$ cat config.mk
export PLATFORM = sky130hd
export DESIGN_NAME = tdm_demux4
export DESIGN_NICKNAME = d
export VERILOG_FILES = /design/src/rtl/tdm_demux4.sv
export SDC_FILE = /design/constraint.sdc
export NUM_CORES = 1
export LEC_CHECK = 0
export ABC_AREA = 1
export ABC_CLOCK_PERIOD_IN_PS = 4210
export BUFFER_PORTS_ARGS = -buffer_cell sky130_fd_sc_hd__buf_4
export CAP_MARGIN = 10
export CORE_UTILIZATION = 35
export DETAILED_ROUTE_END_ITERATION = 6
export SYNTH_ARGS = -nofsm -noshare
export SYNTH_HDL_FRONTEND = slang
export SYNTH_SLANG_ARGS = --single-unit
$ cat constraint.sdc
create_clock -name clk -period 4.21 [get_ports clk]
set_clock_uncertainty 0.2 [all_clocks]
set_input_delay 0.842 -clock clk [delete_from_list [all_inputs] [get_ports clk]]
set_output_delay 0.842 -clock clk [all_outputs]
set_load 0.01 [all_outputs]
$ cat src/rtl/tdm_demux4.sv
// tdm_demux4: receive end of the 4-channel TDM link.
// Collects channel words 0..3 from a serial beat stream (channel 0 marked by
// in_sof) and presents them as one registered parallel frame on y0..y3.
// Framing violations are flagged with a one-cycle pulse and counted in a
// saturating counter.
module tdm_demux4 #(
    parameter int WIDTH = 4,
    parameter int ERR_W = 8
) (
    input  logic             clk,
    input  logic             reset,
    input  logic             in_valid,
    output logic             in_ready,
    input  logic             in_sof,
    input  logic [WIDTH-1:0] in_data,
    output logic             out_valid,
    input  logic             out_ready,
    output logic [WIDTH-1:0] y0,
    output logic [WIDTH-1:0] y1,
    output logic [WIDTH-1:0] y2,
    output logic [WIDTH-1:0] y3,
    output logic [1:0]       ch_idx,
    output logic             frame_err,
    output logic [ERR_W-1:0] err_count
);

    localparam logic [0:0] IDLE    = 1'b0;
    localparam logic [0:0] COLLECT = 1'b1;

    logic [0:0]       state;
    logic [WIDTH-1:0] c0;
    logic [WIDTH-1:0] c1;
    logic [WIDTH-1:0] c2;
    logic             accept;
    logic             last_beat;

    // Only the completing beat can stall, and only while an unread frame
    // still occupies the output registers.
    always_comb begin
        last_beat = (ch_idx == 2'd3);
        in_ready  = !reset && !(last_beat && out_valid && !out_ready);
        accept    = in_valid && in_ready;
    end

    // Framing FSM, capture registers, output frame and error counter.
    always_ff @(posedge clk) begin
        if (reset) begin
            state     <= IDLE;
            ch_idx    <= '0;
            c0        <= '0;
            c1        <= '0;
            c2        <= '0;
            y0        <= '0;
            y1        <= '0;
            y2        <= '0;
            y3        <= '0;
            out_valid <= 1'b0;
            frame_err <= 1'b0;
            err_count <= '0;
        end else begin
            frame_err <= 1'b0;

            // Consumer handshake; a completing frame below overrides this.
            if (out_valid && out_ready) begin
                out_valid <= 1'b0;
            end

            if (accept) begin
                if (state == IDLE) begin
                    if (in_sof) begin
                        c0     <= in_data;
                        ch_idx <= 2'd1;
                        state  <= COLLECT;
                    end else begin
                        frame_err <= 1'b1;
                        if (err_count != '1) begin
                            err_count <= err_count + 1'b1;
                        end
                    end
                end else begin
                    if (in_sof) begin
                        // Unexpected start of frame: drop partial, restart.
                        frame_err <= 1'b1;
                        if (err_count != '1) begin
                            err_count <= err_count + 1'b1;
                        end
                        c0     <= in_data;
                        ch_idx <= 2'd1;
                    end else begin
                        case (ch_idx)
                            2'd1: begin
                                c1     <= in_data;
                                ch_idx <= 2'd2;
                            end
                            2'd2: begin
                                c2     <= in_data;
                                ch_idx <= 2'd3;
                            end
                            2'd3: begin
                                y0        <= c0;
                                y1        <= c1;
                                y2        <= c2;
                                y3        <= in_data;
                                out_valid <= 1'b1;
                                ch_idx    <= 2'd0;
                                state     <= IDLE;
                            end
                            default: begin
                                ch_idx <= 2'd0;
                                state  <= IDLE;
                            end
                        endcase
                    end
                end
            end
        end
    end

endmodule
==> results of run 1 <==
report_power, final:
part           leakage [uW]  total, uW  switching, uW  internal, uW
Sequential         0.000331        395           3.33           392
Clock             0.0000687        374            136           239
Combinational      0.000598       45.0           28.1          16.8
Total              0.000998        815            167           648
stage by stage:
step,instance area [um2],power (uW)
after global routing,2270,852
after CTS,2270,829
after detailed placement,2130,450
final,2270,815
after floorplan,1810,432
after global placement,2130,450
final cells by class:
| class | instances | area share, % |
|---|---|---|
| Clock buffer | 5 | 3.03 |
| Multi-Input combinational cell | 182 | 37.9 |
| Timing Repair Buffer | 37 | 12.2 |
| Sequential cell | 41 | 36.2 |
| Clock inverter | 3 | 3.03 |
| Inverter | 24 | 3.97 |
| Tap cell | 67 | 3.69 |
metal layers:
metal / GRT usage (%) / routed length [um] / up-vias
met2: 25.8 / 1740 / 35
li1: - / - / 876
met3: 4.53 / 138 / 2
met5: 0 / 0 / -
met4: 3.85 / 21 / 0
met1: 19.9 / 1850 / 714
state kept, by name (all words and copies together) (netlist names):
signal,cells
c2,4
c1,4
y0,4
y2,4
c0,4
y3,4
ch_idx,2
state,1
y1,4
frame_err,1
err_count,8
out_valid,1
worst max path at each step:
stage	from	to	slack, ns	cells past startpoint
global placement	reset	y1[3]	1.47	6
finish	reset	y1[0]	1.74	6
floorplan	out_ready	in_ready	2.04	2
global route	reset	y1[3]	1.55	6
CTS	reset	y1[0]	1.71	6
detailed placement	reset	y0[3]	1.44	6
cells by family (layout without fill, tap and decap cells):
kind of cell	count (synthesis)	count (layout)
AND/OR/NAND/NOR	147	147
flip-flops	41	41
buffers and inverters	31	69
AO/OA/AOI/OAI	29	29
adder cells (fa/ha/maj)	6	6
critical path, stage by stage:
cell and delay (ns):
buf_4 0.13, inv_2 0.47, nand4_4 0.37, nor2_4 0.41, o21ai_0 0.13, nor2_1 0.12
layout by cell type, fill, tap and decap left out, types with 5 or more instances in the layout:
| cell type | count |
|---|---|
| o21ai_0 | 12 |
| clkbuf_8 | 5 |
| dfxtp_1 | 41 |
| nand3_1 | 7 |
| nor2_1 | 68 |
| ha_1 | 6 |
| o21ai_1 | 10 |
| nor3_1 | 16 |
| buf_4 | 37 |
| inv_1 | 21 |
| nand2_1 | 45 |
| a21oi_1 | 6 |
==> impl_metrics.ini, run 1 <==
[status]
status = finished clean

[logic_synthesis]
synth_area_leaders = dfxtp_1 45%, nor2_1 14%, nand2_1 9.3%
postSynthCellCount = 254
synth_seq_cells = 41
syn-mean-instance-area_um2 = 7.12
ys_warn_count = 0
syn_nets = 269
synth_top_family_by_area = simple AND/OR/NAND/NOR gates
synth_mux_area_share_pct = 0
netlist_area_um2 = 1810
synth_edf_count = 0
synth_compound_area_share_pct = 8.09
synth-simple-area-share_pct = 35.3
synth.cells.most_frequent = 68 x nor2_1, 45 x nand2_1, 41 x dfxtp_1
async_flop_share_pct = 0
ys_types = 20
yosysSeqAreaShare_pct = 45.4
synth_top_flop_cell = dfxtp_1
synth_xor_area_share_pct = 0
yosys.area_share.adder_pct = 4.15
yosys.area.top_type = dfxtp_1
yosysMostFrequentCell = nor2_1
synth_top_cell_area_share_pct = 45.4

[sta]
relSlewSlack_pct = 56.9
hold_violations = 0
setup_ws_ns = 1.74
slew_violations = 0
fin_crit_sh_pct = 58.8
setup_viol = 0
worstMarginPinSlew_ns = 0.646
hold_slack_ns = 0.290
fin_tns_setup_ns = 0
final.min_clock_period_ns = 2.47
fmax_mhz = 404
rsz0062_at_grt = false

[clock_tree]
cts_resized = 0
clkSlewWorstSetupHoldPaths_ns = 0.08
worst_skew_pair.late_latency_ns = 0.29
clk_path_buf_depth = 2
cts_hold_buf = 0
cts_htree_levels = 2
clkSinkCount = 41
clock-root-buffer = clkbuf_8
postCtsSetupBuffers = 0
cts-buffers-inserted = 5
cts_tree = done

[setup_path]
reg2reg_from = state
cp_data_required_time_ns = 4.23
path_max_fanout = 42
timing.rr.end = y1[0]
cp.arrival_ns = 2.49
path_class = primary input to flop
crit_path_end_kind = flop
reg2reg_slack_ns = 2.25
worst_r2r_path_depth = 5
start_kind = primary input

[power_and_ir_drop]
ir_worst_vdd_mv = 0.267
p_per_area_nw_per_um2 = 359
leakage_uw = 0.000998

[detailed_routing]
ant_nets = 0
dr.pass1.iters = 4
wirelength_um = 3750
post_drt_via_cell_ratio = 4.53
num_vias = 1627
avgRoutedWirePerCell_um = 10.5
drtIter0Drc = 47
route.detailed.drc = 0

[die]
fp-row-count = 25
placeableCoreArea_um2 = 4850
die_x_um = 73.9
start_util_pct = 37.3
dieArea_um2 = 5460
die_h_um = 73.9
io_pins = 38

[cells_and_area]
antennaDiodeCount = 0
multiInputGateArea_um2 = 860
layout.nets = 306
layoutNonFillerInstCount = 359
drive_above_1_share_pct = 18.5
seq_area_um2 = 821
area_delta_synth_final_pct = 25.4
final_util_pct = 46.8
fill_cells = 511

[global_route]
grt_start_max_net_pins = 43
first_global_vias = 1479
track_usage_pct = 15.6
grt_pass1_wl_um = 6580
antenna_found_initial = 0
grt_overflow = 0

[placed_design]
dp.cells = 351
dp_hpwl_um = 2620
gp_congestion = 0.831
port_buffers = 37
post-place-ws_ns = 1.44

[min_path]
min_from = c1[3]
worstHoldEndpoint = c1[3]
min_path_cells = 2
hp-class = flop to flop

[flow_run]
drv_cap = 0
Power figures use the tool's default switching activity.
==> run 2, diff against run 1 <==
Settings changed: ABC_CLOCK_PERIOD_IN_PS 4210 to 2100.
Clock period 4.21 ns to 2.1 ns, I/O delays scaled along.
==> impl_metrics.ini, run 2 (synthesis gave the netlist of run 1 again) <==
[detailed_routing]
num_vias = 1632
ant_nets = 0
avgRoutedWirePerCell_um = 10.5
post_drt_via_cell_ratio = 4.50
route.detailed.drc = 0
drtIter0Drc = 84
dr.pass1.iters = 4
wirelength_um = 3820

[setup_path]
path_class = flop to primary output
cp_data_required_time_ns = 1.48
cp.arrival_ns = 1.31
crit_path_end_kind = primary output
path_max_fanout = 5
start_kind = flop

[placed_design]
dp_hpwl_um = 2780
port_buffers = 37
dpl_cell_area_um2 = 2160
gp_congestion = 0.835

[clock_tree]
cts-buffers-inserted = 5
clkSinkCount = 41
clock-root-buffer = clkbuf_8
cts_hold_buf = 0
clkSlewWorstSetupHoldPaths_ns = 0.08
worst_skew_pair.late_latency_ns = 0.29
cts_htree_levels = 2
cts_resized = 0
postCtsSetupBuffers = 0
cts_tree = done
clk_path_buf_depth = 2

[cells_and_area]
top_register = err_count
drive_above_1_share_pct = 19.6
area_delta_synth_final_pct = 26.1
final_common_cell = nor2_1
layout.nets = 310
final_cell_mix = 68 x nor2_1, 45 x nand2_1, 41 x dfxtp_1, 41 x buf_4, 21 x inv_1
final_util_pct = 47.1
antennaDiodeCount = 0
postLayoutCellArea_um2 = 2280
largest_reg_flops = 8

[power_and_ir_drop]
p_per_area_nw_per_um2 = 679
switching_share_pct = 21.9
p_seq_share_pct = 51.2
p_comb_share_pct = 6.0
leakage_uw = 0.00100
p_sw_uw = 340
ir_worst_vdd_mv = 0.351
internal_power_uw = 1210
p_clk_share_pct = 42.8

[global_route]
antenna_found_initial = 0
grt_overflow = 0
grt_start_max_net_pins = 25
first_global_vias = 1506
track_usage_pct = 16.4
grt_pass1_wl_um = 6770

[sta]
fin_tns_setup_ns = 0
rsz0062_at_grt = false
fin_crit_sh_pct = 91.7
final.min_clock_period_ns = 1.93
setup_viol = 0
hold_slack_ns = 0.123
fmax_mhz = 519
worstMarginPinSlew_ns = 0.377
hold_violations = 0
slew_violations = 0
relSlewSlack_pct = 74.8

[die]
die_x_um = 73.9
fp-row-count = 25
dieArea_um2 = 5460
start_util_pct = 37.3
placeableCoreArea_um2 = 4850
io_pins = 38
die_h_um = 73.9

[flow_run]
drv_cap = 0

[min_path]
hp-class = primary input to flop

[status]
status = finished clean
run 2: cell count changes in the layout (fill, tap and decap cells not counted):
| cell | previous run | this run |
|---|---|---|
| buf_4 | 37 | 41 |
| bufinv_16 | 2 | 1 |
| clkinvlp_4 | 0 | 1 |
| inv_6 | 1 | 0 |
| clkbuf_8 | 5 | 6 |
run 2: stage by stage:
stage | setup slack (ns) | instances | power [uW]
after CTS | 0.151 | 363 | 1580
after global routing | 0.0283 | 363 | 1630
final | 0.174 | 363 | 1550
after detailed placement | 0.170 | 355 | 906
after global placement | 0.174 | 355 | 906
after floorplan | 0.440 | 254 | 866
run 2: path summary, 6_finish.rpt:
path             start         to  slack, ns  cells past startpoint
min              reset  ch_idx[1]       0.12                      2
max reg2reg  ch_idx[1]      c0[3]       0.32                      7
max          ch_idx[1]   in_ready       0.17                      3
min reg2reg      c2[1]      c2[1]       0.29                      2
run 2: power by group through the flow:
| stage | clock, uW | combinational [uW] | sequential, uW |
|---|---|---|---|
| final | 663 | 93.7 | 793 |
| after global routing | 723 | 109 | 795 |
| after global placement | 0 | 94.1 | 811 |
| after detailed placement | 0 | 95.0 | 811 |
| after CTS | 687 | 95.6 | 793 |
| after floorplan | 0 | 53.4 | 812 |
run 2: critical path, cell delays in order (launching register included):
cell     delay, ns
dfxtp_1       0.36
ha_1          0.27
a31oi_1       0.23
buf_4         0.15
run 2: layout make-up:
class	instances	area (um2)
clock buffers	6	82.6
clock inverters	2	37.5
fillers	497	2570
inverters	24	90.1
multi-input cells	182	860
flip-flops and latches	41	821
well taps	67	83.8
repair buffers	41	308
run 2: metal layers:
| layer | global-route usage (%) | share of wire [%] | up-vias |
|---|---|---|---|
| met5 | 0 | 0 | - |
| met4 | 7.69 | 1.8 | 0 |
| met3 | 3.43 | 3.2 | 7 |
| met2 | 26.4 | 45 | 26 |
| met1 | 20.9 | 50 | 713 |
| li1 | - | - | 886 |
